**src/rtl/usr_deserializer_if.sv**
```systemverilog
// Bundle of serial-in, parallel-out and status signals for usr_deserializer.
// slave is the deserializer's view; master is the bit source / word consumer.
interface usr_deserializer_if #(
  parameter int SIZE = 4
);
  logic            dir;
  logic            sin;
  logic            sin_valid;
  logic            flush;
  logic            clr_ovr;
  logic [SIZE-1:0] pout;
  logic            pout_valid;
  logic            pout_ready;
  logic            overrun;
  logic            busy;

  modport slave (
    input  dir,
    input  sin,
    input  sin_valid,
    input  flush,
    input  clr_ovr,
    input  pout_ready,
    output pout,
    output pout_valid,
    output overrun,
    output busy
  );

  modport master (
    output dir,
    output sin,
    output sin_valid,
    output flush,
    output clr_ovr,
    output pout_ready,
    input  pout,
    input  pout_valid,
    input  overrun,
    input  busy
  );
endinterface

```
**src/rtl/usr_deserializer.sv**
```systemverilog
// Serial-to-parallel word assembler: one bit per cycle, word visible the cycle after its last bit.
// One-entry valid/ready output; a word completing into a full register is dropped and sets overrun.
module usr_deserializer #(
  parameter int SIZE = 4
) (
  input  logic                clk,
  input  logic                rst,
  usr_deserializer_if.slave   bus
);

  localparam int CW = (SIZE > 2) ? $clog2(SIZE) : 1;
  localparam logic [CW-1:0] LAST = CW'(SIZE - 1);

  typedef enum logic {
    IDLE,
    SHIFT
  } state_e;

  state_e          state_q, state_d;
  logic [SIZE-1:0] sr_q, sr_d;
  logic [CW-1:0]   cnt_q, cnt_d;
  logic            ord_q, ord_d;
  logic [SIZE-1:0] pout_q, pout_d;
  logic            pout_valid_q, pout_valid_d;
  logic            overrun_q, overrun_d;
  logic            busy_q, busy_d;

  logic            bit_ord;
  logic [SIZE-1:0] sr_shifted;
  logic            word_done;
  logic            consume;
  logic            drop;

  // Order for the bit being taken now: a fresh word uses dir directly.
  always_comb begin
    bit_ord = (state_q == IDLE) ? bus.dir : ord_q;
    if (bit_ord) begin
      sr_shifted = {bus.sin, sr_q[SIZE-1:1]};
    end else begin
      sr_shifted = {sr_q[SIZE-2:0], bus.sin};
    end
  end

  always_comb begin
    state_d   = state_q;
    sr_d      = sr_q;
    cnt_d     = cnt_q;
    ord_d     = ord_q;
    word_done = 1'b0;

    if (bus.flush) begin
      state_d = IDLE;
      sr_d    = '0;
      cnt_d   = '0;
    end else if (bus.sin_valid) begin
      sr_d = sr_shifted;
      case (state_q)
        IDLE: begin
          ord_d   = bus.dir;
          cnt_d   = CW'(1);
          state_d = SHIFT;
        end
        SHIFT: begin
          if (cnt_q == LAST) begin
            word_done = 1'b1;
            cnt_d     = '0;
            state_d   = IDLE;
          end else begin
            cnt_d = cnt_q + CW'(1);
          end
        end
        default: begin
          state_d = IDLE;
          cnt_d   = '0;
        end
      endcase
    end
  end

  // Consumption frees the register on the same edge, so completion may refill it.
  always_comb begin
    pout_d       = pout_q;
    pout_valid_d = pout_valid_q;
    consume      = pout_valid_q && bus.pout_ready;
    drop         = 1'b0;

    if (word_done) begin
      if (!pout_valid_q || bus.pout_ready) begin
        pout_d       = sr_shifted;
        pout_valid_d = 1'b1;
      end else begin
        drop = 1'b1;
      end
    end else if (consume) begin
      pout_valid_d = 1'b0;
    end
  end

  always_comb begin
    overrun_d = overrun_q;
    if (bus.clr_ovr) begin
      overrun_d = 1'b0;
    end
    if (drop) begin
      overrun_d = 1'b1;
    end
    busy_d = (cnt_d != '0);
  end

  always_ff @(posedge clk) begin
    if (rst) begin
      state_q      <= IDLE;
      sr_q         <= '0;
      cnt_q        <= '0;
      ord_q        <= 1'b0;
      pout_q       <= '0;
      pout_valid_q <= 1'b0;
      overrun_q    <= 1'b0;
      busy_q       <= 1'b0;
    end else begin
      state_q      <= state_d;
      sr_q         <= sr_d;
      cnt_q        <= cnt_d;
      ord_q        <= ord_d;
      pout_q       <= pout_d;
      pout_valid_q <= pout_valid_d;
      overrun_q    <= overrun_d;
      busy_q       <= busy_d;
    end
  end

  assign bus.pout       = pout_q;
  assign bus.pout_valid = pout_valid_q;
  assign bus.overrun    = overrun_q;
  assign bus.busy       = busy_q;

endmodule

```
**src/flat_wrapper.sv**
```systemverilog
// flat-port wrapper written by rule: the top's interface ports become plain ports
module usr_deserializer_flat 
#(
  parameter int SIZE = 4
)
  (clk, rst, bus_dir, bus_sin, bus_sin_valid, bus_flush, bus_clr_ovr, bus_pout_ready, bus_pout, bus_pout_valid, bus_overrun, bus_busy);
  usr_deserializer_if #(.SIZE(SIZE)) bus_i ();
  input  logic clk;
  input  logic rst;
  input wire logic [$bits(bus_i.dir)-1:0] bus_dir;
  input wire logic [$bits(bus_i.sin)-1:0] bus_sin;
  input wire logic [$bits(bus_i.sin_valid)-1:0] bus_sin_valid;
  input wire logic [$bits(bus_i.flush)-1:0] bus_flush;
  input wire logic [$bits(bus_i.clr_ovr)-1:0] bus_clr_ovr;
  input wire logic [$bits(bus_i.pout_ready)-1:0] bus_pout_ready;
  output wire logic [$bits(bus_i.pout)-1:0] bus_pout;
  output wire logic [$bits(bus_i.pout_valid)-1:0] bus_pout_valid;
  output wire logic [$bits(bus_i.overrun)-1:0] bus_overrun;
  output wire logic [$bits(bus_i.busy)-1:0] bus_busy;
  assign bus_i.dir = bus_dir;
  assign bus_i.sin = bus_sin;
  assign bus_i.sin_valid = bus_sin_valid;
  assign bus_i.flush = bus_flush;
  assign bus_i.clr_ovr = bus_clr_ovr;
  assign bus_i.pout_ready = bus_pout_ready;
  assign bus_pout = bus_i.pout;
  assign bus_pout_valid = bus_i.pout_valid;
  assign bus_overrun = bus_i.overrun;
  assign bus_busy = bus_i.busy;
  usr_deserializer #(.SIZE(SIZE)) u_core (.clk(clk), .rst(rst), .bus(bus_i));
endmodule
```
**config.mk**
```make
export PLATFORM = sky130hd
export DESIGN_NAME = usr_deserializer_flat
export DESIGN_NICKNAME = d
export VERILOG_FILES = /design/src/rtl/usr_deserializer_if.sv /design/src/rtl/usr_deserializer.sv /design/src/flat_wrapper.sv
export SDC_FILE = /design/constraint.sdc
export NUM_CORES = 1
export LEC_CHECK = 0
export CAP_MARGIN = 20
export CELL_PAD_IN_SITES_DETAIL_PLACEMENT = 0
export CELL_PAD_IN_SITES_GLOBAL_PLACEMENT = 1
export CORE_ASPECT_RATIO = 0.9
export CORE_UTILIZATION = 34
export CTS_CLUSTER_SIZE = 40
export DETAILED_ROUTE_END_ITERATION = 10
export GPL_TIMING_DRIVEN = 0
export PLACE_DENSITY = 0.72
export SLEW_MARGIN = 25
export SYNTH_ARGS = -nofsm -noshare
export SYNTH_HDL_FRONTEND = slang
export SYNTH_SLANG_ARGS = --single-unit
```
**constraint.sdc**
```tcl
create_clock -name clk -period 1.7 [get_ports clk]
set_input_delay 0.51 -clock clk [delete_from_list [all_inputs] [get_ports clk]]
set_output_delay 0.51 -clock clk [all_outputs]
set_load 0.05 [all_outputs]
```
# After elaboration in Yosys (flattened, before gate mapping)
# Index checks and enable logic that the tools add are counted.
dict set report totals {
  regBits 15
  input_bits 8
  output_inout_bits 7
  wordCells 42
}
dict set report op_classes {
  addsub 1
  n_eq_ne 2
  mux 19
  bitwise_logic 2
  reduce_logical 10
}
# op n
set ops {}
lappend ops {{two-way mux 1 bit} 13}
lappend ops {{two-way mux 2 bit} 3}
lappend ops {{AND reduction 2 bit} 3}
lappend ops {{nonzero test 2 bit} 3}
lappend ops {{two-way mux 4 bit} 1}
lappend ops {{case mux 2 bit (2 select lines)} 1}
lappend ops {{adder 2 x 1 -> 2 bit (second input constant)} 1}
lappend ops {{equality test 2 bit (second input constant)} 1}
lappend ops {{inequality test 2 bit (second input constant)} 1}
lappend ops {{inverter 1 bit} 2}
lappend ops {{case mux 1 bit (2 select lines)} 1}
lappend ops {{OR reduction 2 bit} 1}
lappend ops {{logical AND 1 bit} 1}
lappend ops {{logical NOT 1 bit} 1}
lappend ops {{logical OR 1 bit} 1}

# Longest topological paths before layout
# Gate-level depths: netlist of the first run.
dict set report logic_depth {
  depth_word 7
  depth_mapped 5
  mapped_depth_nobuf 4
}

# Worst setup path after synthesis of the first run
# OpenSTA, ideal clock, no wires.
dict set report synth_path {
  path_type {reg2reg}
  start {register u_core.pout_valid_q (netlist: u_core.bus.pout_valid)}
  end {register u_core.pout_q[0] (netlist: u_core.bus.pout[0])}
  setup_ps 86
  t_arrival_ps 1236
  required_time_ps 1614
  setup_slack_ps 378
  path_stages_with_launch 4
  n_path_buf 0
  period_less_slack_ps 1322
  path_cell_list {dfxtp_1 -> nand2b_1 -> and2_4 -> a211oi_1}
}
dict set report synth_via {
  elab_chain_cells 3
}
# element line
set synth_lines {}
lappend synth_lines {{start, declared} usr_deserializer.sv:24} ;# logic pout_valid_q, pout_valid_d;
lappend synth_lines {{start signal, assigned} usr_deserializer.sv:126} ;# pout_valid_q <= pout_valid_d;
lappend synth_lines {{logical NOT 1 bit} usr_deserializer.sv:88} ;# if (!pout_valid_q || bus.pout_ready) begin
lappend synth_lines {{logical OR 1 bit} usr_deserializer.sv:88}
lappend synth_lines {{AND reduction 2 bit (no source line)} n/a}
lappend synth_lines {{end signal, assigned} usr_deserializer.sv:125} ;# pout_q <= pout_d;
lappend synth_lines {{end, declared} usr_deserializer.sv:23} ;# logic [SIZE-1:0] pout_q, pout_d;
# Every way passes these cells.
# A chain may end at the register's enable or synchronous reset.

# Worst setup path after layout of the first run
dict set report layout_path {
  start {register u_core.pout_q[1] (netlist: u_core.bus.pout[1])}
  end {output bus_pout[1]}
}
# element line
set layout_lines {}
lappend layout_lines {{end, declared} flat_wrapper.sv:16} ;# output wire logic [$bits(bus_i.pout)-1:0] bus_pout;
# No word-level cell between the ends.

==> run_results.csv, run 1 <==
group,metric,value,unit
outcome,status,"completed",
final_layout,final_common_cell,"dfxtp_1",
floorplanning,core,1680,µm²
floorplanning,pin_count,15,
floorplanning,rows,14,
worst_setup_path,worstSetupPathType,"reg -> out",
global_route,grt_use_total,13.8,%
sta,whs,491,ps
pwr,power.density,807,nW/µm²
job,maxCapViolations,0,
routing,drt-initial-drc-count,5,
routing,antenna_left,0,
synth,syn_nets,71,
clocking,clkLatencyLatePin,290,ps
clocking,max-clock-path-buffers,2,
global_route,use_met2,17.2,%
sta,maxSlewHeadroom,66.8,%
hold_path,min_path_type,"reg -> reg",
worst_setup_path,cp_slowest_cell,"dlygate4sd2_1",
synth,synth_seq_area_share,48.8,%
clocking,cts_root_buf,"clkbuf_4",
global_route,top_usage_layer,"met1",
final_layout,nets,90,
clocking,cts_setup_buffers,0,
sta,worst_slew_pin_slew,500,ps
pwr,p_leak,0.302,nW
synth,ys_types,21,
pwr,netSwitchingPower,0.162,mW
global_route,use_met3,6.47,%
worst_setup_path,crit_chain,"dlygate4sd2_1",
clocking,clock-sinks,15,
global_route,grt_pass1_vias,440,
final_layout,synthToLayoutAreaGrowth,29.3,%
pwr,power_frac_seq,57.2,%
global_route,grt_pass1_wl,1.87,mm
pwr,pwr-share-clk,32.9,%
worst_setup_path,crit_family,"buffers and inverters",
sta,maxSlewViolCount,0,
worst_setup_path,critical_path_buf_inv_count,1,
worst_setup_path,cp_max_fo,2,
floorplanning,start_util,36.6,%
synth,ys_seq_elements,15,
routing,num_vias,498,
clocking,path_clk_slew,100,ps
worst_setup_path,required,1190,ps
worst_setup_path,start_kind,"flip-flop",
pwr,ir_worst_vdd,0.000386,V
routing,drt-total-wl,1.20,mm
worst_setup_path,critPathCaptureType,"primary output",
routing,wl_per_cell,11.5,µm
synth,synthCells,62,
floorplanning,dieArea,1980,µm²
worst_setup_path,cpPeakStageDelay,530,ps
pwr,switching_share,25.3,%
clocking,cts.htree.levels,1,
sta,skew,11.8,ps
global_route,grt_max_degree,11,
worst_setup_path,cp.arrival,1150,ps
global_route,grt-ovfl-total,0,
synth,mappedNetlistArea,616,µm²
sta,rsz0062_at_grt,"false",
clocking,cts_tree,"done",
routing,dr.pass1.iters,3,
sta,hold_viol,0,
final_layout,antennaDiodeCount,0,
sta,tns,0,ps
sta,max_freq,604,MHz
global_route,antenna_found_initial,0,
place,place_congestion,0.720,
pwr,p_int,0.480,mW
routing,drcViolationCount,0,
clocking,cts_made_buffers,3,
floorplanning,die_w,46.9,µm
routing,via_per_inst,4.79,
synth,yosys_warnings,0,
place,port-buffer-count,14,
pwr,p_comb_share,10.0,%
sta,finalCritPeriodShare,97.5,%
global_route,use_met1,18.5,%
final_layout,layout_common_cells,"dfxtp_1 (15), a21oi_1 (10), clkdlybuf4s50_1 (7)",
sta,setup-violations-final,0,
synth,avgSynthCellArea,9.93,µm²
floorplanning,dieHeight,42.4,µm
place,dp.final_hpwl,852,µm
final_layout,drive_gt1_share,13.8,%
clocking,cts.hold.buffers_added,0,
sta,fin_crit,1660,ps
## synthesized netlist by cell type
master    count  share of area [%]
nor2b_1       2                2.0
buf_6         1                1.8
inv_2         1               0.61
clkbuf_1      2                1.2
mux2i_4       1                3.7
nor3_1        3                2.4
nor2_1        2                1.2
dfxtp_1      15                 49
mux2i_1       4                6.5
o211ai_1      1                1.2
nand2b_1      2                2.0
and2_4        1                1.4
ha_1          1                2.0
nand3b_1      1                1.2
a211oi_1      5                6.1
and4b_1       1                1.6
a21boi_1      1                1.2
a31oi_1       1                1.0
a21oi_1      10                8.1
nand3_1       1               0.81
o21ai_0       6                4.9
## area by class of cell
class	instances	area, µm²
plain buffers	3	18.8
multi-input cells	43	293
clock inverters	1	5.00
repair buffers	14	123
clock buffers	3	22.5
flip-flops and latches	15	300
well taps	24	30.0
fillers	177	886
inverters	1	3.75
## through the flow
step	setup WS [ps]	total power [mW]	cells	instance area (µm²)	utilization, %
6_report	43.3	0.642	104	796	47.3
5_1_grt	1.45	0.670	104	796	47.3
4_1_cts	1.34	0.651	104	805	47.8
3_5_place_dp	-222	0.440	100	786	46.7
3_3_place_gp	-216	0.439	100	786	46.7
2_1_floorplan	378	0.410	62	616	-
## final timing paths
check	slack, ps	depth (start not counted)	start	end
max	40	1	u_core.bus.pout[1]$_SDFFE_PP0P_	bus_pout[1]
min	490	2	u_core.bus.overrun$_SDFFE_PP0P_	u_core.bus.overrun$_SDFFE_PP0P_
max reg2reg	300	3	u_core.state_q$_SDFFE_PP0P_	u_core.bus.pout[1]$_SDFFE_PP0P_
min reg2reg	490	2	u_core.bus.overrun$_SDFFE_PP0P_	u_core.bus.overrun$_SDFFE_PP0P_
## timing repair
item / 4_1_cts / 5_1_grt
resized for setup: 7 / 8
cloned: 0 / 0
setup endpoints to repair: 7 / 5
## cell families after synthesis
group,synth area share [%]
mux,10.2
simple gates,12.8
flops,48.8
fa+ha+maj,2.03
compound gates,22.6
buf+inv,3.66
## power groups by stage
stage / Sequential (mW) / Clock (mW) / Combinational, mW
after floorplan: 0.378 / 0 / 0.0321
after global placement: 0.375 / 0 / 0.0641
after detailed placement: 0.375 / 0 / 0.0651
after CTS: 0.367 / 0.219 / 0.0643
after global routing: 0.368 / 0.231 / 0.0708
final: 0.367 / 0.211 / 0.0640
## sequential cells by signal, summed over array words and instances (netlist names)
name / flops
u_core.bus.overrun: 1
u_core.bus.busy: 1
u_core.bus.pout: 4
u_core.sr_q: 4
u_core.state_q: 1
u_core.cnt_q: 2
u_core.bus.pout_valid: 1
u_core.ord_q: 1
## per-layer routing
metal	vias up	wire length, µm
li1	265	-
met1	223	652
met2	8	480
met3	2	49
met4	0	18
met5	-	0
No activity file was read; power rests on OpenSTA's default activity.
==> inputs of run 2 (changes only) <==
==> constraint.sdc (replaced) <==
create_clock -name clk -period 1.7 [get_ports clk]
set_input_delay 0.34 -clock clk [delete_from_list [all_inputs] [get_ports clk]]
set_output_delay 0.34 -clock clk [all_outputs]
set_load 0.05 [all_outputs]
==> run_results.csv, run 2 (synthesized netlist as in run 1, its figures left out) <==
group,metric,value,unit
final_layout,layout_common_cells,"dfxtp_1 (15), a21oi_1 (10), clkdlybuf4s50_1 (7), dlygate4sd2_1 (7), o21ai_0 (6)",
routing,via_per_inst,4.78,
sta,setup_ws,184,ps
worst_setup_path,r2r_cells,3,
hold_path,worstHoldStart,"u_core.bus.overrun$_SDFFE_PP0P_",
final_layout,final_common_cell,"dfxtp_1",
place,post-place-ws,-51.5,ps
sta,max_freq,660,MHz
place,placedCellCount,100,
worst_setup_path,cp-startpoint,"u_core.bus.pout_valid$_SDFFE_PP0P_",
sta,setup-violations-final,0,
worst_setup_path,required,1360,ps
worst_setup_path,cp_max_fo,3,
final_layout,fin_cells,104,
routing,wl_per_cell,11.5,µm
routing,drt-initial-drc-count,6,
worst_setup_path,cpPeakStageDelay,530,ps
final_layout,fin_util,47.8,%
clocking,cts.hold.buffers_added,0,
sta,worst_slew_pin_slew,500,ps
routing,dr.pass1.iters,4,
final_layout,antennaDiodeCount,0,
final_layout,nets,90,
pwr,power.density,797,nW/µm²
worst_setup_path,r2r-start,"u_core.state_q$_SDFFE_PP0P_",
sta,hold_viol,0,
global_route,grt_use_total,13.8,%
global_route,grt_max_degree,11,
routing,antenna_left,0,
final_layout,fillers,179,
pwr,p_leak,0.319,nW
hold_path,whs_path_depth,2,
worst_setup_path,crit_chain,"dlygate4sd2_1",
final_layout,synthToLayoutAreaGrowth,30.7,%
worst_setup_path,worstReg2RegEnd,"u_core.bus.pout[1]$_SDFFE_PP0P_",
place,place_congestion,0.720,
place,port-buffer-count,14,
floorplanning,dieHeight,42.4,µm
floorplanning,pin_count,15,
hold_path,holdPathEnd,"u_core.bus.overrun$_SDFFE_PP0P_",
clocking,cts_setup_buffers,0,
pwr,ir_worst_vdd,0.000386,V
sta,fin_crit,1520,ps
worst_setup_path,ff2ff_setup_slack,300,ps
floorplanning,dieArea,1980,µm²
sta,maxSlewViolCount,0,
pwr,power,0.641,mW
clocking,cts_made_buffers,3,
sta,maxSlewHeadroom,66.8,%
global_route,top_usage_layer,"met1",
routing,drt-total-wl,1.20,mm
floorplanning,die_w,46.9,µm
global_route,grt-ovfl-total,0,
floorplanning,start_util,36.6,%
clocking,clkLatencyLatePin,290,ps
clocking,cts_resized,7,
global_route,grt_pass1_wl,1.87,mm
sta,finalCritPeriodShare,89.2,%
floorplanning,rows,14,
worst_setup_path,cp_slowest_cell,"dlygate4sd2_1",
clocking,cts_tree,"done",
global_route,use_met2,17.2,%
global_route,use_met1,18.5,%
global_route,use_met3,6.47,%
clocking,clock-sinks,15,
outcome,status,"completed",
global_route,antenna_found_initial,0,
final_layout,drive_gt1_share,10.0,%
worst_setup_path,start_kind,"flip-flop",
sta,tns,0,ps
worst_setup_path,crit_family,"buffers and inverters",
sta,skew,11.5,ps
global_route,grt_pass1_vias,440,
worst_setup_path,critPathCaptureType,"primary output",
clocking,cts_root_buf,"clkbuf_4",
clocking,max-clock-path-buffers,2,
worst_setup_path,worstSetupPathType,"reg -> out",
routing,num_vias,497,
clocking,path_clk_slew,100,ps
worst_setup_path,cp.arrival,1180,ps
job,maxCapViolations,0,
hold_path,min_path_type,"reg -> reg",
sta,rsz0062_at_grt,"false",
routing,drcViolationCount,0,
floorplanning,core,1680,µm²
clocking,cts.htree.levels,1,
place,dp.final_hpwl,852,µm
worst_setup_path,critical_path_buf_inv_count,1,
## run 2: cell types whose count changed in the layout (fill, tap and decap cells not counted)
cell / delta
clkbuf_2: -3
clkdlybuf4s15_1: -2
dlygate4sd2_1: +5
## run 2: layout make-up
type,instances,area (µm²),area share [%]
multi-input combinational,43,293,36.4
buffer,3,18.8,2.33
inverter,1,3.75,0.467
clock inverter,1,5.00,0.622
clock buffer,3,22.5,2.80
timing repair buffer,14,131,16.3
sequential,15,300,37.3
tap,24,30.0,3.73
## run 2: metal layers
layer	routed length, µm	up-vias	share of wire (%)
met4	18	0	1.5
met5	0	-	0
met1	647	223	54
met3	47	2	3.9
met2	481	8	40
li1	-	264	-
## run 2: worst max path at each step
stage / to / slack, ps / depth (start not counted)
after floorplan: u_core.bus.pout[0]$_SDFFE_PP0P_ / 380 / 3
after global placement: u_core.bus.pout[1]$_SDFFE_PP0P_ / -50 / 5
after detailed placement: u_core.bus.pout[1]$_SDFFE_PP0P_ / -50 / 5
after CTS: bus_pout_valid / 170 / 1
after global routing: bus_pout_valid / 130 / 1
final: bus_pout_valid / 180 / 1
## run 2: through the flow
step / hold WS (ps) / cell area (µm²)
after floorplan: 419 / 616
after global placement: 463 / 786
after detailed placement: 475 / 786
after CTS: 487 / 805
after global routing: 534 / 805
final: 487 / 805
## run 2: power by group
part	internal (mW)	switching [mW]	leakage, nW
registers	0.360	0.00699	0.122
clock network	0.0875	0.123	0.0177
logic	0.0322	0.0315	0.180
total	0.480	0.162	0.319
==> inputs of run 3 (changes only) <==
Settings changed: SLEW_MARGIN 25 to 20.
==> results of run 3 <==
Final layout, timing and power as in run 2 (identical DEF).
